**src/rtl/pipe_stage_reg.sv**
```systemverilog
// Handshaked pipeline stage register with flush, first-wins exception merge and Tnew ageing.
// Define PIPE_SKID_EN for a two-entry skid buffer with a registered in_ready.
module pipe_stage_reg #(
    parameter int DATA_W = 32,
    parameter int DST_W  = 5,
    parameter int TNEW_W = 3,
    parameter int EXC_W  = 7
) (
    input  logic              clk,
    input  logic              reset,
    input  logic              flush_i,
    input  logic              in_valid,
    output logic              in_ready,
    input  logic [31:0]       in_instr,
    input  logic [31:0]       in_pc,
    input  logic [DATA_W-1:0] in_data,
    input  logic [DST_W-1:0]  in_dst,
    input  logic [TNEW_W-1:0] in_tnew,
    input  logic [EXC_W-1:0]  in_exc,
    input  logic              in_bd,
    input  logic [EXC_W-1:0]  stage_exc_i,
    output logic              out_valid,
    input  logic              out_ready,
    output logic [31:0]       out_instr,
    output logic [31:0]       out_pc,
    output logic [DATA_W-1:0] out_data,
    output logic [DST_W-1:0]  out_dst,
    output logic [TNEW_W-1:0] out_tnew,
    output logic [EXC_W-1:0]  out_exc,
    output logic              out_bd
);

    typedef struct packed {
        logic [31:0]       instr;
        logic [31:0]       pc;
        logic [DATA_W-1:0] data;
        logic [DST_W-1:0]  dst;
        logic [TNEW_W-1:0] tnew;
        logic [EXC_W-1:0]  exc;
        logic              bd;
    } entry_t;

    localparam logic [TNEW_W-1:0] ONE_T = TNEW_W'(1);

    function automatic entry_t age(input entry_t e);
        entry_t a;
        a = e;
        if (a.tnew != '0) a.tnew = a.tnew - ONE_T;
        return a;
    endfunction

    logic [EXC_W-1:0] w_exc;
    entry_t           w_cap;
    logic             w_acc;
    logic             w_drn;
    logic             r_valid;
    entry_t           r_main;

    // An exception raised earlier in the pipe outranks one raised by this stage.
    assign w_exc = (in_exc != '0) ? in_exc : stage_exc_i;

    always_comb begin
        w_cap       = '0;
        w_cap.instr = in_instr;
        w_cap.pc    = in_pc;
        w_cap.data  = in_data;
        w_cap.bd    = in_bd;
        w_cap.exc   = w_exc;
        w_cap.dst   = (w_exc != '0) ? '0 : in_dst;
        w_cap.tnew  = (w_exc != '0 || in_tnew == '0) ? '0 : in_tnew - ONE_T;
    end

    assign w_acc = in_valid & in_ready;
    assign w_drn = r_valid & out_ready;

`ifdef PIPE_SKID_EN
    logic   r_skid_vld;
    entry_t r_skid;

    assign in_ready = reset & (flush_i | ~r_skid_vld);

    // Skid is only ever occupied while main is occupied.
    always_ff @(posedge clk) begin
        if (!reset || flush_i) begin
            r_valid    <= 1'b0;
            r_main     <= '0;
            r_skid_vld <= 1'b0;
            r_skid     <= '0;
        end else if (!r_valid) begin
            r_valid <= w_acc;
            r_main  <= w_acc ? w_cap : '0;
        end else if (w_drn) begin
            if (r_skid_vld) begin
                r_main     <= age(r_skid);
                r_skid_vld <= 1'b0;
                r_skid     <= '0;
            end else if (w_acc) begin
                r_main <= w_cap;
            end else begin
                r_valid <= 1'b0;
                r_main  <= '0;
            end
        end else begin
            r_main <= age(r_main);
            if (w_acc) begin
                r_skid_vld <= 1'b1;
                r_skid     <= w_cap;
            end else if (r_skid_vld) begin
                r_skid <= age(r_skid);
            end
        end
    end
`else
    assign in_ready = reset & (flush_i | ~r_valid | out_ready);

    always_ff @(posedge clk) begin
        if (!reset || flush_i) begin
            r_valid <= 1'b0;
            r_main  <= '0;
        end else if (w_acc) begin
            r_valid <= 1'b1;
            r_main  <= w_cap;
        end else if (w_drn) begin
            r_valid <= 1'b0;
            r_main  <= '0;
        end else if (r_valid) begin
            r_main <= age(r_main);
        end
    end
`endif

    assign out_valid = r_valid;
    assign out_instr = r_main.instr;
    assign out_pc    = r_main.pc;
    assign out_data  = r_main.data;
    assign out_dst   = r_main.dst;
    assign out_tnew  = r_main.tnew;
    assign out_exc   = r_main.exc;
    assign out_bd    = r_main.bd;

endmodule

```
**config.mk**
```make
export PLATFORM = sky130hd
export DESIGN_NAME = pipe_stage_reg
export DESIGN_NICKNAME = d
export VERILOG_FILES = /design/src/rtl/pipe_stage_reg.sv
export SDC_FILE = /design/constraint.sdc
export NUM_CORES = 1
export LEC_CHECK = 0
export CORE_UTILIZATION = 34
export DETAILED_ROUTE_END_ITERATION = 8
export GPL_TIMING_DRIVEN = 1
export PLACE_DENSITY = 0.74
export SLEW_MARGIN = 20
export SYNTH_ARGS = -nofsm -noshare
export SYNTH_HDL_FRONTEND = slang
export SYNTH_SLANG_ARGS = --single-unit
export TNS_END_PERCENT = 30
```
**constraint.sdc**
```tcl
create_clock -name clk -period 1.9 [get_ports clk]
set_clock_uncertainty 0.05 [all_clocks]
set_input_delay 0.19 -clock clk [delete_from_list [all_inputs] [get_ports clk]]
set_output_delay 0.19 -clock clk [all_outputs]
set_load 0.01 [all_outputs]
```
==> qor.yml <==
synth.distinct_cells: 29
fp.dieArea_um2: 12000
slew_viol_final: 0
wl_per_cell_um: 15.7
finalPower_mw: 6.45
synth_warnings: 0
crit_fanout: 6
synth-seq-area-share_pct: 57.5
route.detailed.drc: 0
drt-vias-per-instance: 4.92
peakVddDrop_uv: 461
place_congestion: 0.827
drt_first_iter_violations: 185
insertion_delay_ns: 0.40
synth_edf_count: 0
period_share_pct: 92.7
routed_wl_um: 12700
grt_max_degree: 58
cellPowerDensity_nw_per_um2: 891
antenna_found_initial: 0
maxCapViolations: 0
synth_seq_cells: 113
multiInputGateArea_um2: 1530
setup_viol: 0
post_cts_buffers: 0
grt_setup_unrepaired: "false"
drtPass1Iterations: 5
grt_pass1_wl_um: 19000
relSlewSlack_pct: 62.1
critPathCaptureType: "output pin"
grt_pass1_vias: 3932
whs_ns: 0.342
layout-drive-gt1-share_pct: 8.38
cts_buffers: 17
synthCells: 412
synthFlopType: "dfxtp_1"
cts_tree: "yes"
area_growth_syn_to_layout_pct: 83.9
fillCellCount: 876
yosysTopAreaCell: "dfxtp_1"
tns_ns: 0
synth_area_leaders: "dfxtp_1 (58%), a22oi_1 (19%), nor2_1 (9.3%), clkbuf_1 (2.9%), ha_1 (1.3%)"
hold_path_class: "primary input to flip-flop"
rows: 38
layout_commonest_cell: "clkdlybuf4s50_1"
async_flop_share_pct: 0
cp-start-kind: "flip-flop"
die_y_um: 110
worstSetupPathType: "flip-flop to output pin"
coreArea_um2: 11100
hold_viol: 0
diodes: 0
postRouteAntennaNets: 0
crit_buf_inv: 2
seq_area_um2: 2260
max_stage_delay_ns: 0.59
synth.top_cell.area_share_pct: 57.5
clk_pin_slew_ns: 0.05
initial_utilization_pct: 35.5
worstMarginPinSlew_ns: 0.568
synth_area_per_cell_um2: 9.55
p_leak_nw: 2.61
dpl.hpwl_um: 8890
cp_top_family: "buffers and inverters"
clockBufferDepth: 2
cts_num_sinks: 113
fin_crit_ns: 1.76
nets: 783
required_ns: 1.66
io_pins: 238
worst_ep_arrival_time_ns: 1.52
utilization_pct: 65.3
root_buffer: "clkbuf_16"
fmax_ghz: 0.568
critPathSlowestCell: "clkdlybuf4s50_1"
dieWidth_um: 110
io_buffers: 237
htreeDepth: 4
min_path_cells: 2
syn-num-nets: 540
cp.depth: 2
syn_area_um2: 3930
gr-total-overflow: 0
status: "finished, final reports clean"
r2r_cells: 6
vias: 3973
final_cell_mix: "clkdlybuf4s50_1 (236), dfxtp_1 (113), a22oi_1 (97), nor2_1 (97)"
path_cells: "buf_4, clkdlybuf4s50_1"
grtUsageTotal_pct: 20.8
sequential cells by signal, summed over array words and instances (netlist names):
| register | cells |
|---|---|
| out_tnew | 3 |
| out_data | 32 |
| out_valid | 1 |
| out_bd | 1 |
| out_instr | 32 |
| out_dst | 5 |
| out_exc | 7 |
| out_pc | 32 |
metrics by stage:
stage | worst slack, ns | instances | cell area [um2]
finish | 0.139 | 808 | 7230
global route | 0.00915 | 808 | 7230
CTS | 0.00458 | 808 | 7230
detailed placement | -0.147 | 776 | 6620
global placement | -0.0225 | 776 | 6620
floorplan | 0.171 | 412 | 3930
per-layer routing:
| metal | vias up | track usage, % | part of all wire, % | routed length [um] |
|---|---|---|---|---|
| met5 | - | 0 | 0 | 0 |
| met4 | 0 | 8.38 | 2.3 | 287 |
| met3 | 24 | 9.25 | 8.9 | 1120 |
| met2 | 159 | 35.4 | 50 | 6350 |
| met1 | 1832 | 22.5 | 39 | 4900 |
| li1 | 1958 | - | - | - |
logic make-up (layout without fill, tap and decap cells):
logic type	after synthesis	in the layout	share of synthesized area (%)
adder cells (fa/ha/maj)	4	4	1.27
AO/OA/AOI/OAI	126	126	23.4
flip-flops	113	113	57.5
buffers and inverters	43	299	4.42
AND/OR/NAND/NOR	125	125	13.1
XOR/XNOR	1	1	0.223
where the power goes:
| group | switching [mW] | internal, mW |
|---|---|---|
| logic | 0.280 | 0.444 |
| clock network | 1.05 | 2.22 |
| registers | 0.0264 | 2.42 |
synth_stat cells, types with 2 or more instances:
cell      instances
dfxtp_1         113
a22oi_1          97
nor2_1           97
clkbuf_1         30
nand2_1          12
a21oi_1           8
inv_1             7
o21ai_0           7
a22o_1            5
ha_1              4
buf_2             3
nand2b_1          3
nor3_1            3
nor3b_1           3
o41ai_1           3
nor2b_1           2
nor4_1            2
o211ai_1          2
worst paths after layout:
check,start,end,slack [ns]
worst max-delay path,out_valid,out_valid,0.14
worst max register to register,out_tnew[0],out_tnew[1],0.21
worst min register to register,out_exc[3],out_exc[3],0.41
worst min-delay path,in_dst[2],out_dst[2],0.34
area by class of cell:
class / count / share of cell area (%)
tap: 140 / 2.42
sequential: 113 / 31.3
timing repair buffer: 260 / 36.3
clock buffer: 22 / 6.28
multi-input combinational: 256 / 21.2
clock inverter: 10 / 2.20
inverter: 7 / 0.363
timing repair:
item                       in CTS  in global routing
resized for setup               0                  2
setup endpoints to repair       0                  4
hold buffers                    0                  0
Note: power is estimated with default switching activity, not from simulation.
